===== config.mk =====
export PLATFORM = sky130hd
export DESIGN_NAME = uart_wpack
export DESIGN_NICKNAME = d
export VERILOG_FILES = /design/src/rtl/uart_wpack_pkg.sv /design/src/rtl/uart_byte_fifo.sv /design/src/rtl/uart_wpack.sv
export SDC_FILE = /design/constraint.sdc
export NUM_CORES = 1
export LEC_CHECK = 0
export BUFFER_PORTS_ARGS = -buffer_cell sky130_fd_sc_hd__buf_2
export CORE_ASPECT_RATIO = 0.6
export CORE_MARGIN = 5
export CORE_UTILIZATION = 60
export CTS_BUF_LIST = sky130_fd_sc_hd__clkbuf_4 sky130_fd_sc_hd__clkbuf_8
export CTS_CLUSTER_DIAMETER = 100
export DETAILED_ROUTE_END_ITERATION = 8
export MAX_ROUTING_LAYER = met4
export PLACE_DENSITY_LB_ADDON = 0.3
export SYNTH_ARGS = -nofsm -noshare
export SYNTH_HDL_FRONTEND = slang
export SYNTH_SLANG_ARGS = --single-unit

===== constraint.sdc =====
create_clock -name clk -period 8.6 [get_ports clk]
set_input_delay 0.86 -clock clk [delete_from_list [all_inputs] [get_ports clk]]
set_output_delay 0.86 -clock clk [all_outputs]
set_load 0.05 [all_outputs]

===== src/rtl/uart_wpack_pkg.sv =====
// Shared constants for the UART word packer: FSM state encodings and width helpers.
// Pure declarations: no latency, no backpressure.
package uart_wpack_pkg;

    localparam logic [1:0] TX_IDLE = 2'd0;
    localparam logic [1:0] TX_WAIT = 2'd1;
    localparam logic [1:0] TX_SEND = 2'd2;
    localparam logic [1:0] TX_DONE = 2'd3;

    localparam logic [1:0] RX_IDLE    = 2'd0;
    localparam logic [1:0] RX_COLLECT = 2'd1;
    localparam logic [1:0] RX_DONE    = 2'd2;

    // Width of a byte-count register able to hold 0..word_bytes.
    function automatic int cvl_width(input int word_bytes);
        return $clog2(word_bytes + 1);
    endfunction

    // Width of a counter that must reach max_val; never narrower than one bit.
    function automatic int cnt_width(input int max_val);
        return (max_val < 2) ? 1 : $clog2(max_val + 1);
    endfunction

endpackage


===== src/rtl/uart_byte_fifo.sv =====
// Byte FIFO for the RX path: write-to-read 1 cycle, combinational read of the head entry.
// Push is refused when full unless a pop happens in the same cycle; pop on empty is ignored.
module uart_byte_fifo #(
    parameter int DEPTH = 16,
    localparam int AW = $clog2(DEPTH),
    localparam int FW = AW + 1
) (
    input  logic          clk,
    input  logic          rst,
    input  logic          push,
    input  logic [7:0]    din,
    input  logic          pop,
    output logic [7:0]    dout,
    output logic          full,
    output logic          empty,
    output logic [FW-1:0] free
);

    logic [7:0]    mem_q [DEPTH];
    logic [7:0]    mem_d [DEPTH];
    logic [AW-1:0] wptr_q, wptr_d;
    logic [AW-1:0] rptr_q, rptr_d;
    logic [FW-1:0] cnt_q, cnt_d;
    logic          push_ok, pop_ok;

    assign full    = (cnt_q == FW'(DEPTH));
    assign empty   = (cnt_q == '0);
    assign free    = FW'(DEPTH) - cnt_q;
    assign dout    = mem_q[rptr_q];
    assign pop_ok  = pop && !empty;
    // A full FIFO still accepts a push when the head leaves in the same cycle.
    assign push_ok = push && (!full || pop_ok);

    always_comb begin
        mem_d  = mem_q;
        wptr_d = wptr_q;
        rptr_d = rptr_q;
        cnt_d  = cnt_q;
        if (push_ok) begin
            mem_d[wptr_q] = din;
            wptr_d        = wptr_q + AW'(1);
        end
        if (pop_ok) begin
            rptr_d = rptr_q + AW'(1);
        end
        if (push_ok && !pop_ok) begin
            cnt_d = cnt_q + FW'(1);
        end else if (!push_ok && pop_ok) begin
            cnt_d = cnt_q - FW'(1);
        end
    end

    always_ff @(posedge clk) begin
        if (rst) begin
            wptr_q <= '0;
            rptr_q <= '0;
            cnt_q  <= '0;
        end else begin
            wptr_q <= wptr_d;
            rptr_q <= rptr_d;
            cnt_q  <= cnt_d;
        end
    end

    always_ff @(posedge clk) begin
        mem_q <= mem_d;
    end

endmodule


===== src/rtl/uart_wpack.sv =====
// Packs words into serial-core bytes (MSB byte first) and reassembles received bytes into words.
// RX byte to rx_word in 2 cycles min; TX waits on cts_n and txb_ready; RX bytes are dropped when the FIFO is full.
module uart_wpack
    import uart_wpack_pkg::*;
#(
    parameter int WORD_BYTES = 8,
    parameter int FIFO_DEPTH = 16,
    parameter int TIMEOUT    = 1024,
    parameter int RTS_MARGIN = 4,
    localparam int CW = cvl_width(WORD_BYTES),
    localparam int W  = 8 * WORD_BYTES,
    localparam int FW = $clog2(FIFO_DEPTH) + 1,
    localparam int TW = cnt_width(TIMEOUT)
) (
    input  logic          clk,
    input  logic          rst,
    input  logic [CW-1:0] cmd,
    input  logic          wr_txc,
    input  logic          wr_rxc,
    input  logic [W-1:0]  tx_word,
    input  logic          tx_load,
    output logic          tx_busy,
    output logic [W-1:0]  rx_word,
    output logic [CW-1:0] rx_nbytes,
    output logic          rx_avail,
    input  logic          rx_take,
    output logic [7:0]    txb_data,
    output logic          txb_valid,
    input  logic          txb_ready,
    input  logic [7:0]    rxb_data,
    input  logic          rxb_valid,
    input  logic          cts_n,
    output logic          rts,
    output logic          rx_overrun
);

    function automatic logic [CW-1:0] clamp_cvl(input logic [CW-1:0] v);
        return (v > CW'(WORD_BYTES)) ? CW'(WORD_BYTES) : v;
    endfunction

    logic [CW-1:0] txc_q, txc_d;
    logic [CW-1:0] rxc_q, rxc_d;

    logic [1:0]    tx_state_q, tx_state_d;
    logic [W-1:0]  tx_word_q, tx_word_d;
    logic [CW-1:0] tx_rem_q, tx_rem_d;

    logic [1:0]    rx_state_q, rx_state_d;
    logic [CW-1:0] rx_cvl_q, rx_cvl_d;
    logic [CW-1:0] rx_cnt_q, rx_cnt_d;
    logic [W-1:0]  rx_word_q, rx_word_d;
    logic [TW-1:0] idle_q, idle_d;
    logic          rts_q, rts_d;
    logic          ovr_q, ovr_d;

    logic          fifo_pop;
    logic [7:0]    fifo_dout;
    logic          fifo_full, fifo_empty;
    logic [FW-1:0] fifo_free;

    uart_byte_fifo #(
        .DEPTH (FIFO_DEPTH)
    ) u_rx_fifo (
        .clk   (clk),
        .rst   (rst),
        .push  (rxb_valid),
        .din   (rxb_data),
        .pop   (fifo_pop),
        .dout  (fifo_dout),
        .full  (fifo_full),
        .empty (fifo_empty),
        .free  (fifo_free)
    );

    always_comb begin
        txc_d = wr_txc ? clamp_cvl(cmd) : txc_q;
        rxc_d = wr_rxc ? clamp_cvl(cmd) : rxc_q;
    end

    // The word is shifted left on each accepted byte so the outgoing byte always sits at the top.
    always_comb begin
        tx_state_d = tx_state_q;
        tx_word_d  = tx_word_q;
        tx_rem_d   = tx_rem_q;
        case (tx_state_q)
            TX_IDLE: begin
                if (tx_load) begin
                    tx_state_d = TX_WAIT;
                    tx_word_d  = tx_word;
                    tx_rem_d   = txc_q;
                end
            end
            TX_WAIT: begin
                if (!cts_n) begin
                    tx_state_d = (tx_rem_q == '0) ? TX_DONE : TX_SEND;
                end
            end
            TX_SEND: begin
                if (txb_ready) begin
                    tx_word_d  = tx_word_q << 8;
                    tx_rem_d   = tx_rem_q - CW'(1);
                    tx_state_d = (tx_rem_q == CW'(1)) ? TX_DONE : TX_WAIT;
                end
            end
            default: tx_state_d = TX_IDLE;
        endcase
    end

    always_comb begin
        rx_state_d = rx_state_q;
        rx_cvl_d   = rx_cvl_q;
        rx_cnt_d   = rx_cnt_q;
        rx_word_d  = rx_word_q;
        idle_d     = idle_q;
        fifo_pop   = 1'b0;
        case (rx_state_q)
            RX_IDLE: begin
                if (rxc_q != '0) begin
                    rx_state_d = RX_COLLECT;
                    rx_cvl_d   = rxc_q;
                    rx_cnt_d   = '0;
                    rx_word_d  = '0;
                    idle_d     = '0;
                end
            end
            RX_COLLECT: begin
                if (rx_cnt_q == rx_cvl_q) begin
                    rx_state_d = RX_DONE;
                end else if (!fifo_empty) begin
                    fifo_pop = 1'b1;
                    rx_word_d[W-1-8*int'(rx_cnt_q) -: 8] = fifo_dout;
                    rx_cnt_d = rx_cnt_q + CW'(1);
                    idle_d   = '0;
                end else if ((TIMEOUT != 0) && (rx_cnt_q != '0)) begin
                    // Deliver a partial word once TIMEOUT pop-less cycles have elapsed.
                    if (idle_q == TW'(TIMEOUT - 1)) begin
                        rx_state_d = RX_DONE;
                    end else begin
                        idle_d = idle_q + TW'(1);
                    end
                end
            end
            RX_DONE: begin
                if (rx_take) begin
                    rx_state_d = RX_IDLE;
                end
            end
            default: rx_state_d = RX_IDLE;
        endcase
    end

    always_comb begin
        rts_d = (rxc_q != '0) && (int'(fifo_free) > RTS_MARGIN);
        ovr_d = ovr_q;
        if (wr_rxc) begin
            ovr_d = 1'b0;
        end
        // A drop in the same cycle as the clear still counts as lost data.
        if (rxb_valid && fifo_full && !fifo_pop) begin
            ovr_d = 1'b1;
        end
    end

    always_ff @(posedge clk) begin
        if (rst) begin
            txc_q      <= '0;
            rxc_q      <= '0;
            tx_state_q <= TX_IDLE;
            tx_word_q  <= '0;
            tx_rem_q   <= '0;
            rx_state_q <= RX_IDLE;
            rx_cvl_q   <= '0;
            rx_cnt_q   <= '0;
            rx_word_q  <= '0;
            idle_q     <= '0;
            rts_q      <= 1'b0;
            ovr_q      <= 1'b0;
        end else begin
            txc_q      <= txc_d;
            rxc_q      <= rxc_d;
            tx_state_q <= tx_state_d;
            tx_word_q  <= tx_word_d;
            tx_rem_q   <= tx_rem_d;
            rx_state_q <= rx_state_d;
            rx_cvl_q   <= rx_cvl_d;
            rx_cnt_q   <= rx_cnt_d;
            rx_word_q  <= rx_word_d;
            idle_q     <= idle_d;
            rts_q      <= rts_d;
            ovr_q      <= ovr_d;
        end
    end

    assign tx_busy    = (tx_state_q != TX_IDLE);
    assign txb_valid  = (tx_state_q == TX_SEND);
    assign txb_data   = txb_valid ? tx_word_q[W-1 -: 8] : 8'h00;
    assign rx_word    = rx_word_q;
    assign rx_nbytes  = rx_cnt_q;
    assign rx_avail   = (rx_state_q == RX_DONE);
    assign rts        = rts_q;
    assign rx_overrun = ovr_q;

endmodule


## Word-level counts from Yosys, hierarchy flattened

Index checks and enable logic that the tools add are counted.
W data, S select, Z words.

| word-level totals | value |
|---|---|
| bits of input ports | 85 |
| flip-flop bits (word level) | 306 |

| cells by class | value |
|---|---|
| reductions and logical operators | 31 |
| muxes and demuxes | 49 |
| eq/ne operators | 20 |
| order comparisons | 5 |
| add/subtract/negate cells | 10 |
| shifts and indexed selects | 2 |
| bitwise logic cells | 2 |

Operator list:

| kind | count |
|---|---|
| $mux W64 | 5 |
| $pmux W64 S2 | 2 |
| $bwmux W128 | 1 |
| $shift A8 B33 Y71 const A | 1 |
| $shiftx A8 B33 Y71 | 1 |
| $bwmux W64 | 1 |
| $mux W11 | 5 |
| $neg A8 Y33 | 1 |
| $bmux W8 S4 | 1 |
| $demux W8 S4 | 1 |
| $mux W8 | 4 |
| $mux W4 | 6 |
| $pmux W11 S2 | 1 |
| $mux W2 | 10 |
| $pmux W4 S2 | 2 |
| $ne A3 B3 Y1 const B | 5 |
| $add A4 B1 Y4 const B | 3 |
| $pmux W2 S3 | 2 |
| $add A11 B1 Y11 const B | 1 |
| $eq A11 B10 Y1 const B | 1 |
| $ge A5 B5 Y1 const B | 2 |
| $mux W5 | 2 |
| $ne A2 B2 Y1 const B | 5 |
| $not A4 Y5 | 2 |
| other kinds (27) | 54 |

## Longest topological paths before layout

Gate-level depths: netlist (run 1).

| depth | value |
|---|---|
| depth in word-level cells | 11 |
| depth in mapped cells | 15 |
| mapped depth without buffers | 14 |

## By module

From an unflattened synthesis (run 1), not the netlist that was laid out.

| unflattened totals | value |
|---|---|
| cell total of the unflattened synthesis | 1,102 |
| area total of the unflattened synthesis | 12,622.1 sq um |

Modules (own cells, without submodules):

| module | area each (sq um) | seq. area each (sq um) | times used | cells an instance |
|---|---|---|---|---|
| uart_wpack | 6,815.3 | 3,303.2 | 1 | 789 |
| uart_byte_fifo | 5,806.8 | 4,103.9 | 1 | 313 |

## Worst setup path after synthesis (run 1)

No wires, ideal clock.

| timing path | value |
|---|---|
| path kind | register to register |
| from | reg rx_cnt_q[0], in the netlist rx_nbytes[0] |
| to | reg u_rx_fifo.cnt_q[4] |
| data arrival time | 3,238 ps |
| required time | 8,530 ps |
| clock period less this slack | 3,308 ps |
| buffers on the path | 2 |
| setup slack | 5,292 ps |
| setup time | 70 ps |
| cell stages (with the launch flop) | 15 |
| path through | dfxtp_1 -> buf_4 -> xor2_1 -> o41a_4 -> inv_4 -> buf_6 -> a21boi_2 -> ha_1 -> inv_1 -> fa_1 -> a21o_1 -> a21oi_1 -> xnor2_1 -> or3_1 -> a21oi_1 |

| between the ends | value |
|---|---|
| word-level cells in the longest chain between the ends | 9 |
| elaborated cells on any way between the ends | 12 |
| those cells by class | 1 x eq/ne; 3 x mux; 8 x reduce/logical |

RTL lines:

| element | line | source |
|---|---|---|
| from (decl) | uart_wpack.sv:50 | `logic [CW-1:0] rx_cnt_q, rx_cnt_d;` |
| from (signal assigned) | uart_wpack.sv:186 | `rx_cnt_q <= rx_cnt_d;` |
| $eq A4 B4 Y1 * | uart_wpack.sv:127 | `if (rx_cnt_q == rx_cvl_q) begin` |
| $mux W1 * | uart_wpack.sv:127 |  |
| $mux W1 * | uart_wpack.sv:116 | `case (rx_state_q)` |
| $logic_and A1 B1 Y1 * | uart_byte_fifo.sv:30 | `assign pop_ok = pop && !empty;` |
| $logic_or A1 B1 Y1 * | uart_byte_fifo.sv:32 | `assign push_ok = push && (!full \|\| pop_ok);` |
| $logic_and A1 B1 Y1 * | uart_byte_fifo.sv:32 |  |
| named net u_rx_fifo.push_ok | uart_byte_fifo.sv:24 | `logic push_ok, pop_ok;` |
| $logic_not A1 Y1 | uart_byte_fifo.sv:48 | `end else if (!push_ok && pop_ok) begin` |
| $logic_and A1 B1 Y1 | uart_byte_fifo.sv:48 |  |
| $reduce_bool A2 Y1 (no source line) | -- |  |
| to (signal assigned) | uart_byte_fifo.sv:61 | `cnt_q <= cnt_d;` |
| to (decl) | uart_byte_fifo.sv:23 | `logic [FW-1:0] cnt_q, cnt_d;` |

Mark *: on every way through the listed nets, which the timed path passes. The rest lies on a longest branch.
A chain may end at the register's enable or synchronous reset.

## Worst setup path in the final report (run 1)

| timing path | value |
|---|---|
| from | reg u_rx_fifo.cnt_q[0] |
| to | reg u_rx_fifo.cnt_q[4] |

| between the ends | value |
|---|---|
| word-level cells in the longest chain between the ends | 10 |
| elaborated cells on any way between the ends | 19 |
| those cells by class | 2 x add/sub; 1 x eq/ne; 5 x mux; 11 x reduce/logical |

RTL lines:

| element | line | source |
|---|---|---|
| $logic_not A5 Y1 | uart_byte_fifo.sv:27 | `assign empty = (cnt_q == '0);` |
| $mux W1 | uart_wpack.sv:129 | `end else if (!fifo_empty) begin` |
| $mux W1 | uart_wpack.sv:127 |  |
| $mux W1 | uart_wpack.sv:116 |  |
| $logic_and A1 B1 Y1 | uart_byte_fifo.sv:30 |  |
| $logic_or A1 B1 Y1 * | uart_byte_fifo.sv:32 |  |
| $logic_and A1 B1 Y1 * | uart_byte_fifo.sv:32 |  |
| named net u_rx_fifo.push_ok | uart_byte_fifo.sv:24 |  |
| $logic_not A1 Y1 | uart_byte_fifo.sv:48 |  |
| $logic_and A1 B1 Y1 | uart_byte_fifo.sv:48 |  |
| $reduce_bool A2 Y1 (no source line) | -- |  |

Mark *: on every way through the listed nets, which the timed path passes. The rest lies on a longest branch. The select of a mux whose other input is x is not followed.

==> results of run 1 <==
[path summary, 6_finish.rpt]
check | cells after the start | slack [ns] | end | startpoint
max | 14 | 4.70 | u_rx_fifo.cnt_q[4] | u_rx_fifo.cnt_q[0]
min | 2 | 0.45 | idle_q[10] | idle_q[10]
max reg2reg | 14 | 4.70 | u_rx_fifo.cnt_q[4] | u_rx_fifo.cnt_q[0]
min reg2reg | 2 | 0.45 | idle_q[10] | idle_q[10]
[layout make-up]
class,instances,area (µm²),area share
inverter,13,51.3,0.00345
clock inverter,8,95.1,0.00640
clock buffer,73,892,0.0601
multi-input combinational,796,5150,0.347
timing repair buffer,174,896,0.0603
tap,279,349,0.0235
antenna,1,2.50,0.000169
sequential,306,7410,0.499
[flip-flops by register name (all words and copies together), names as in the netlist, 5 cells and up]
name,count
tx_word_q,64
u_rx_fifo.mem_q,128
idle_q,11
u_rx_fifo.cnt_q,5
rx_word,64
[cell usage in the layout, fill, tap and decap left out, types with 8 or more instances in the layout]
cell type,n
a21o_1,36
a21oi_1,29
a22oi_1,32
a311oi_1,56
a41o_1,10
and2_1,31
and3_1,11
buf_2,164
buf_4,10
clkbuf_4,18
clkbuf_8,55
dfxtp_1,177
edfxtp_1,128
ha_1,16
inv_1,11
mux2_2,8
mux2_4,16
mux2i_1,77
nand2_1,196
nand3_1,18
nor2_1,131
nor2b_1,8
nor3_1,12
o22ai_2,8
xor2_1,8
[critical path, cell delays in order (launching register included)]
cell      delay [ns]
dfxtp_1         0.42
nor4_1          0.14
ha_1            0.24
nor3b_1         0.33
o41a_4          0.42
inv_4           0.16
a21boi_2        0.34
ha_1            0.26
inv_1           0.12
fa_1            0.43
a21o_1          0.18
a21oi_1         0.22
xnor2_1         0.12
or3_1           0.31
a21oi_1         0.14
[where the power goes]
part	total [mW]	internal [mW]	switching [mW]
Sequential	1.64	1.59	0.0495
Clock	1.26	0.717	0.543
Combinational	0.436	0.152	0.284
Total	3.33	2.45	0.876
[kinds of logic after synthesis]
group / after synthesis
adders and majority gates: 17
DFF: 306
xor gates and xnor gates: 16
and+or+nand+nor: 454
muxes: 101
buffers and inverters: 101
AOI/OAI and AO/OA: 208
[metal layers]
metal	GRT usage	up-vias
met1	0.388	4578
met3	0.0476	34
met4	0.0473	0
met2	0.344	384
li1	-	4585
met5	-	-
[synth_stat cells (6+ instances only)]
library cell  instances
and2_1               31
ha_1                 16
and3_1               11
clkbuf_1             49
buf_6                 9
a22oi_1              32
nor2b_1               8
nor2_1              132
nand2_1             196
o21ai_0               7
edfxtp_1            128
nand2b_1              6
buf_2                10
a21o_1               36
nand3_1              18
nor3_1               12
mux2i_1              77
xor2_1                8
buf_4                 9
mux2_2                8
inv_1                12
o22ai_2               8
buf_1                11
a41o_1               10
a311oi_1             56
xnor2_1               7
dfxtp_1             178
a21oi_1              29
mux2_4               16
[metrics by stage]
step / instances / util / power [mW]
floorplan: 1203 / - / 1.96
global placement: 1568 / 0.654 / 2.07
detailed placement: 1568 / 0.654 / 2.09
CTS: 1649 / 0.701 / 3.34
global route: 1650 / 0.701 / 3.48
finish: 1650 / 0.701 / 3.33
==> impl_metrics.json, run 1 <==
{
  "worstPathMaxFanout": 25,
  "rsz0062_at_grt": "false",
  "synthAdderAreaFrac": 0.0169,
  "synth-seq-cells": 306,
  "cts.sinks": 306,
  "status": "completed",
  "synth_top_family_by_area": "simple AND/OR/NAND/NOR gates",
  "wl_met1_um": 15100,
  "power.density_nw_per_um2": 224,
  "ys_seq_area_frac": 0.568,
  "finalClockSkew_ns": 0.0251,
  "core-area_um2": 21200,
  "ios": 166,
  "vias": 9581,
  "layout-drive-gt1-share": 0.226,
  "async_reset_ff_frac": 0,
  "synth_area_um2": 13000,
  "cellLeakagePower_nw": 6.25,
  "area_delta_synth_final_pct": 13.8,
  "crit_type": "flip-flop to flip-flop",
  "chipHeight_um": 124,
  "finalSetupTns_ns": 0,
  "finalInstanceArea_um2": 14900,
  "slew_headroom": 0.149,
  "yosysUniqueCellTypes": 63,
  "drtIter0Drc": 1012,
  "hp-class": "flip-flop to flip-flop",
  "synth_ff_type": "dfxtp_1",
  "cts_buffer_depth": 3,
  "portBuffers": 165,
  "antenna_found_initial": 1,
  "final_net_count": 1437,
  "hold_slack_ns": 0.454,
  "synth_edf_count": 128,
  "post-route-period-util": 0.454,
  "synth_top_cell_area_share": 0.295,
  "crit_required_ns": 9.05,
  "drv_cap": 0,
  "clk_pin_slew_ns": 0.07,
  "ys_warn_count": 0,
  "wirelength_um": 31200,
  "syn_nets": 1305,
  "row_count": 41,
  "synth_simple_gate_area_share": 0.156,
  "setup_ws_ns": 4.70,
  "wl_met2_um": 13100,
  "fillers": 1534,
  "top_layer": "met4",
  "ant_nets": 0,
  "grt.overflow.total": 0,
  "syn_avg_cell_area_um2": 10.8,
  "gp_congestion": 0.840,
  "setup_violations": 0,
  "firstDrtPassIters": 5,
  "netlist_instances": 1203,
  "grt_pass1_vias": 8933,
  "vdd_drop_max_v": 0.000134,
  "fin_crit_ns": 3.90,
  "finalHoldViolCount": 0,
  "grt_pass1_wl_um": 49600,
  "slew_violations": 0,
  "worstMarginPinSlew_ns": 1.27,
  "muxShareOfSynthArea": 0.0844,
  "synth-xor-area-share": 0.0113,
  "vias_per_cell": 5.81,
  "root_buffer": "clkbuf_8",
  "post-cts-setup-buffers": 0,
  "clk_latency_ns": 0.55,
  "htreeDepth": 2,
  "synth_compound_area_frac": 0.126,
  "yosys.area.top_type": "edfxtp_1",
  "synthTopCellsByArea": "edfxtp_1 29%, dfxtp_1 27%, mux2i_1 5.9%",
  "dieArea_um2": 24900,
  "post-place-ws_ns": 4.88,
  "grt_max_degree": 103,
  "startpoint_type": "flip-flop",
  "grt_usage": 0.250,
  "placed_cell_area_um2": 13900,
  "fp.dieW_um": 200,
  "wl_per_cell_um": 18.9,
  "cts_made_buffers": 44,
  "dp_hpwl_um": 20700,
  "arrival_ns": 4.35,
  "cts_resized": 0,
  "cts_hold_buf": 0,
  "cts_tree": "built",
  "initial_utilization": 0.616,
  "drc": 0,
  "critPathCaptureType": "flip-flop",
  "fmax_mhz": 256,
  "wl_met3_um": 2660
}
No activity file was read; power rests on OpenSTA's default activity.
==> run 2: changes to the inputs <==
--- a/config.mk
+++ b/config.mk
@@ -8,7 +8,7 @@
 export BUFFER_PORTS_ARGS = -buffer_cell sky130_fd_sc_hd__buf_2
 export CORE_ASPECT_RATIO = 0.6
 export CORE_MARGIN = 5
-export CORE_UTILIZATION = 60
+export CORE_UTILIZATION = 54
 export CTS_BUF_LIST = sky130_fd_sc_hd__clkbuf_4 sky130_fd_sc_hd__clkbuf_8
 export CTS_CLUSTER_DIAMETER = 100
 export DETAILED_ROUTE_END_ITERATION = 8
==> constraint.sdc (replaced) <==
create_clock -name clk -period 3.3 [get_ports clk]
set_input_delay 0.33 -clock clk [delete_from_list [all_inputs] [get_ports clk]]
set_output_delay 0.33 -clock clk [all_outputs]
set_load 0.05 [all_outputs]
==> run 2 against run 1 <==
Final cell count grew 5.6%. Worst setup slack lost 4.5 ns. Non-clock buffer count grew 47. Register-to-register slack lost 4.5 ns. Clock skew is essentially flat.
==> impl_metrics.json, run 2 (synthesis results as in run 1) <==
{
  "layout-drive-gt1-share": 0.241,
  "layout_common_cells": "196 x nand2_1, 174 x dfxtp_1, 164 x buf_2",
  "ff2ff_path_depth": 15,
  "firstDrtPassIters": 5,
  "vias": 9603,
  "gp_congestion": 0.873,
  "cellLeakagePower_nw": 6.45,
  "final_common_cell": "nand2_1",
  "p_switching_mw": 2.30,
  "startpoint_type": "flip-flop",
  "wl_per_cell_um": 18.3,
  "slew_violations": 0,
  "crit_path_frequent_cell": "ha_1",
  "dp_cells": 1641,
  "netSwitchingFraction": 0.270,
  "hp-class": "primary input to flip-flop",
  "htreeDepth": 2,
  "fin_cells": 1743,
  "worstPathMaxFanout": 4,
  "grt_pass1_wl_um": 49200,
  "setup_violations": 0,
  "rsz0062_at_grt": "false",
  "largest_reg_flops": 128,
  "dieArea_um2": 27500,
  "crit_required_ns": 3.79,
  "drc": 0,
  "whs_path_depth": 3,
  "portBuffers": 165,
  "vdd_drop_max_v": 0.000375,
  "p_int_mw": 6.25,
  "finalClockSkew_ns": 0.0254,
  "arrival_ns": 3.56,
  "seq_power_share": 0.497,
  "placed_cell_area_um2": 14100,
  "finalHoldViolCount": 0,
  "antenna_found_initial": 0,
  "fin_crit_ns": 3.06,
  "cts_made_buffers": 46,
  "drtIter0Drc": 882,
  "area_delta_synth_final_pct": 16.9,
  "crit_type": "flip-flop to flip-flop",
  "status": "completed",
  "hold_slack_ns": 0.0241,
  "drv_cap": 0,
  "critPathCaptureType": "flip-flop",
  "chipHeight_um": 130,
  "finalPower_mw": 8.55,
  "critPathSlowestCell": "fa_1",
  "diodes": 0,
  "grt_usage": 0.233,
  "clk_pin_slew_ns": 0.06,
  "post-route-period-util": 0.927,
  "path_cells": "nor4_1 -> buf_4 -> ha_1 -> nor3b_2 -> o41a_4 -> inv_4 -> a21boi_2 -> ha_1 -> inv_1 -> fa_1 -> a21o_1 -> a21oi_2 -> xnor2_1 -> or3_1 -> a21oi_1",
  "final_net_count": 1486,
  "pwr-share-comb": 0.142,
  "slew_headroom": 0.403,
  "initial_utilization": 0.543,
  "cts_tree": "built",
  "p_clk_frac": 0.362,
  "grt.overflow.total": 0,
  "cts.sinks": 306,
  "fp.dieW_um": 211,
  "regMostFlops": "u_rx_fifo.mem_q",
  "finalSetupTns_ns": 0,
  "wirelength_um": 31900,
  "dp_hpwl_um": 21300,
  "ant_nets": 0,
  "post-cts-setup-buffers": 0,
  "grt_max_degree": 73,
  "cts_buffer_depth": 3,
  "grt_pass1_vias": 8700,
  "clk_latency_ns": 0.59,
  "slowest_delay_ns": 0.42,
  "finalInstanceArea_um2": 15200,
  "core-area_um2": 24000,
  "vias_per_cell": 5.51,
  "fmax_mhz": 327,
  "root_buffer": "clkbuf_8",
  "power.density_nw_per_um2": 561,
  "row_count": 44,
  "ios": 166,
  "worstMarginPinSlew_ns": 0.887
}
==> run 2: timing repair <==
item / CTS / global route
hold endpoints to repair: 16 / 1
gates resized for setup: 0 / 4
setup endpoints to repair: 0 / 1
hold buffers: 16 / 1
==> run 2: final timing paths <==
check / startpoint / to / slack (ns)
max: u_rx_fifo.cnt_q[1] / u_rx_fifo.cnt_q[4] / 0.24
min: tx_word[48] / tx_word_q[48] / 0.02
max reg2reg: u_rx_fifo.cnt_q[1] / u_rx_fifo.cnt_q[4] / 0.24
min reg2reg: idle_q[10] / idle_q[10] / 0.45
==> run 2: power by group through the flow <==
stage                     registers [mW]  clock network, mW  logic [mW]
final                               4.25               3.09        1.21
after global routing                4.27               3.36        1.33
after CTS                           4.24               3.15        1.20
after detailed placement            4.32                  0        1.18
after global placement              4.32                  0        1.16
after floorplan                     4.33                  0       0.785
==> run 2: final cells by class <==
type | instances | area, µm²
fillers | 1932 | 8760
flip-flops and latches | 306 | 7410
multi-input cells | 796 | 5160
repair buffers | 221 | 1290
clock buffers | 71 | 852
well taps | 322 | 403
clock inverters | 14 | 68.8
inverters | 13 | 51.3
==> run 2: through the flow <==
step | utilization | setup WS [ns]
after global placement | 0.589 | 0.150
after global routing | 0.635 | 0.0227
after floorplan | - | 0.0266
after CTS | 0.634 | 0.0456
after detailed placement | 0.589 | 0.0661
final | 0.635 | 0.239
==> run 2: routing by layer <==
| layer | part of all wire | track usage | vias to the layer above |
|---|---|---|---|
| met5 | 0 | - | - |
| met2 | 0.40 | 0.303 | 292 |
| li1 | - | - | 4679 |
| met4 | 0.020 | 0.0594 | 0 |
| met3 | 0.076 | 0.0446 | 55 |
| met1 | 0.50 | 0.370 | 4577 |
==> run 2: worst max-delay path: cells and delay by family (launching register included) <==
kind	cells	cell delay, ns
and+or+nand+nor	3	0.55
xor gates and xnor gates	1	0.08
AOI/OAI and AO/OA	5	0.82
adders and majority gates	3	0.86
buffers and inverters	3	0.30
DFF	1	0.37
==> run 3: changes to the inputs <==
--- a/config.mk
+++ b/config.mk
@@ -7,7 +7,6 @@
 export LEC_CHECK = 0
 export BUFFER_PORTS_ARGS = -buffer_cell sky130_fd_sc_hd__buf_2
 export CORE_ASPECT_RATIO = 0.6
-export CORE_MARGIN = 5
 export CORE_UTILIZATION = 54
 export CTS_BUF_LIST = sky130_fd_sc_hd__clkbuf_4 sky130_fd_sc_hd__clkbuf_8
 export CTS_CLUSTER_DIAMETER = 100
==> run 3 against run 2 <==
Clock power up 3%. Maximum frequency down 3.3%. Total power up 0.32%. Critical path depth down 1. Core utilization up 0.84 points. Global-route usage up 2.6 points. Final cell count down 2.0%. Hold slack better by 0.0030 ns. Via count down 0.19%. Register-to-register slack worse by 0.10 ns. First-iteration DRC count up 13%. Critical endpoint unchanged. Largest power group unchanged. Highest routed layer unchanged.
==> impl_metrics.json, run 3 (synthesis results as in run 1) <==
{
  "ios": 166,
  "finalClockSkew_ns": 0.0130,
  "crit_path_end": "u_rx_fifo.cnt_q[4]",
  "vdd_drop_max_v": 0.000336,
  "fillers": 1857,
  "crit_required_ns": 3.78,
  "cts_made_buffers": 44,
  "layout_common_cells": "196 x nand2_1, 175 x dfxtp_1, 164 x buf_2",
  "vias": 9585,
  "grt.overflow.total": 0,
  "fp.dieW_um": 203,
  "arrival_ns": 3.64,
  "p_clk_frac": 0.369,
  "cts.sinks": 306,
  "firstDrtPassIters": 5,
  "initial_utilization": 0.557,
  "clk_pin_slew_ns": 0.07,
  "regArea_um2": 7410,
  "p_switching_mw": 2.27,
  "finalSetupTns_ns": 0,
  "startpoint": "u_rx_fifo.cnt_q[2]",
  "gp_congestion": 0.877,
  "multi_input_area_um2": 5160,
  "diodes": 0,
  "seq_power_share": 0.497,
  "core-area_um2": 23400,
  "post-route-period-util": 0.959,
  "cts_tree": "built",
  "clk_latency_ns": 0.56,
  "ant_nets": 0,
  "regMostFlops": "u_rx_fifo.mem_q",
  "worstMarginPinSlew_ns": 0.835,
  "area_delta_synth_final_pct": 15.4,
  "cellLeakagePower_nw": 6.37,
  "r2r-end": "u_rx_fifo.cnt_q[4]",
  "drc": 0,
  "power.density_nw_per_um2": 570,
  "status": "completed",
  "r2r_slack_ns": 0.14,
  "grt_pass1_vias": 8794,
  "crit_type": "flip-flop to flip-flop",
  "pwr-share-comb": 0.134,
  "fin_crit_ns": 3.16,
  "cts_hold_buf": 0,
  "hp-class": "primary input to flip-flop",
  "final_common_cell": "nand2_1",
  "root_buffer": "clkbuf_8",
  "dieArea_um2": 24800,
  "post-place-ws_ns": 0.0954,
  "cts_buffer_depth": 3,
  "dp_hpwl_um": 21200,
  "netSwitchingFraction": 0.264,
  "p_int_mw": 6.31,
  "slew_violations": 0,
  "layout-drive-gt1-share": 0.240,
  "htreeDepth": 2,
  "largest_reg_flops": 128,
  "vias_per_cell": 5.61,
  "fmax_mhz": 316,
  "antenna_found_initial": 0,
  "final_net_count": 1464,
  "wl_per_cell_um": 18.5,
  "critPathCaptureType": "flip-flop",
  "grt_pass1_wl_um": 48400,
  "hold_slack_ns": 0.0271,
  "worstPathMaxFanout": 6,
  "setup_ws_ns": 0.136,
  "wirelength_um": 31600,
  "grt_max_degree": 83,
  "post-cts-setup-buffers": 0,
  "ff2ff_path_depth": 14,
  "portBuffers": 165,
  "drtIter0Drc": 1000,
  "finish.utilization": 0.643,
  "drv_cap": 0,
  "row_count": 43,
  "grt_usage": 0.259,
  "cts_resized": 0,
  "setup_violations": 0,
  "slew_headroom": 0.442,
  "finalHoldViolCount": 0,
  "r2r-start": "u_rx_fifo.cnt_q[2]",
  "whs_path_depth": 3,
  "chipHeight_um": 122,
  "startpoint_type": "flip-flop"
}
[run 3: per-stage QoR]
stage	instances	total power [mW]	area, µm²
global placement	1631	5.43	14100
CTS	1708	8.61	15000
global route	1708	8.93	15100
floorplan	1203	5.12	13000
finish	1708	8.58	15100
detailed placement	1631	5.46	14100
[run 3: how the worst min path moves through the flow]
stage           startpoint       endpoint
3_3_place_gp    idle_q[10]     idle_q[10]
3_5_place_dp    idle_q[10]     idle_q[10]
4_1_cts         tx_word[4]   tx_word_q[4]
5_1_grt        tx_word[32]  tx_word_q[32]
6_report        tx_word[7]   tx_word_q[7]
2_1_floorplan   idle_q[10]     idle_q[10]
[run 3: power by group through the flow]
stage          combinational (mW)  clock [mW]  sequential (mW)
2_1_floorplan               0.785           0             4.33
3_3_place_gp                 1.10           0             4.32
3_5_place_dp                 1.12           0             4.34
4_1_cts                      1.13        3.22             4.26
5_1_grt                      1.26        3.39             4.28
6_report                     1.15        3.17             4.26
[run 3: critical path, stage by stage, from the launching register on]
cell and delay (ns):
dfxtp_1 0.42, nor4_2 0.10, ha_1 0.24, nor3b_2 0.25, o41a_4 0.21, inv_4 0.06, a21boi_2 0.18, ha_1 0.20
inv_1 0.11, fa_1 0.42, a21o_1 0.18, a21oi_1 0.18, xnor2_1 0.10, or3_1 0.30, a21oi_1 0.15
[run 3: final cells by class]
type                       instances  share of cell area
tap                              315              0.0262
clock inverter                     8             0.00407
inverter                          13             0.00341
multi-input combinational        796               0.343
timing repair buffer             201              0.0730
sequential                       306               0.492
clock buffer                      69              0.0581
[run 3: per-layer routing]
metal	GRT usage	wire length (µm)	up-vias
met5	-	0	-
met4	0.0564	408	0
met3	0.0454	2380	38
met2	0.351	12900	344
met1	0.398	15800	4577
li1	-	-	4626
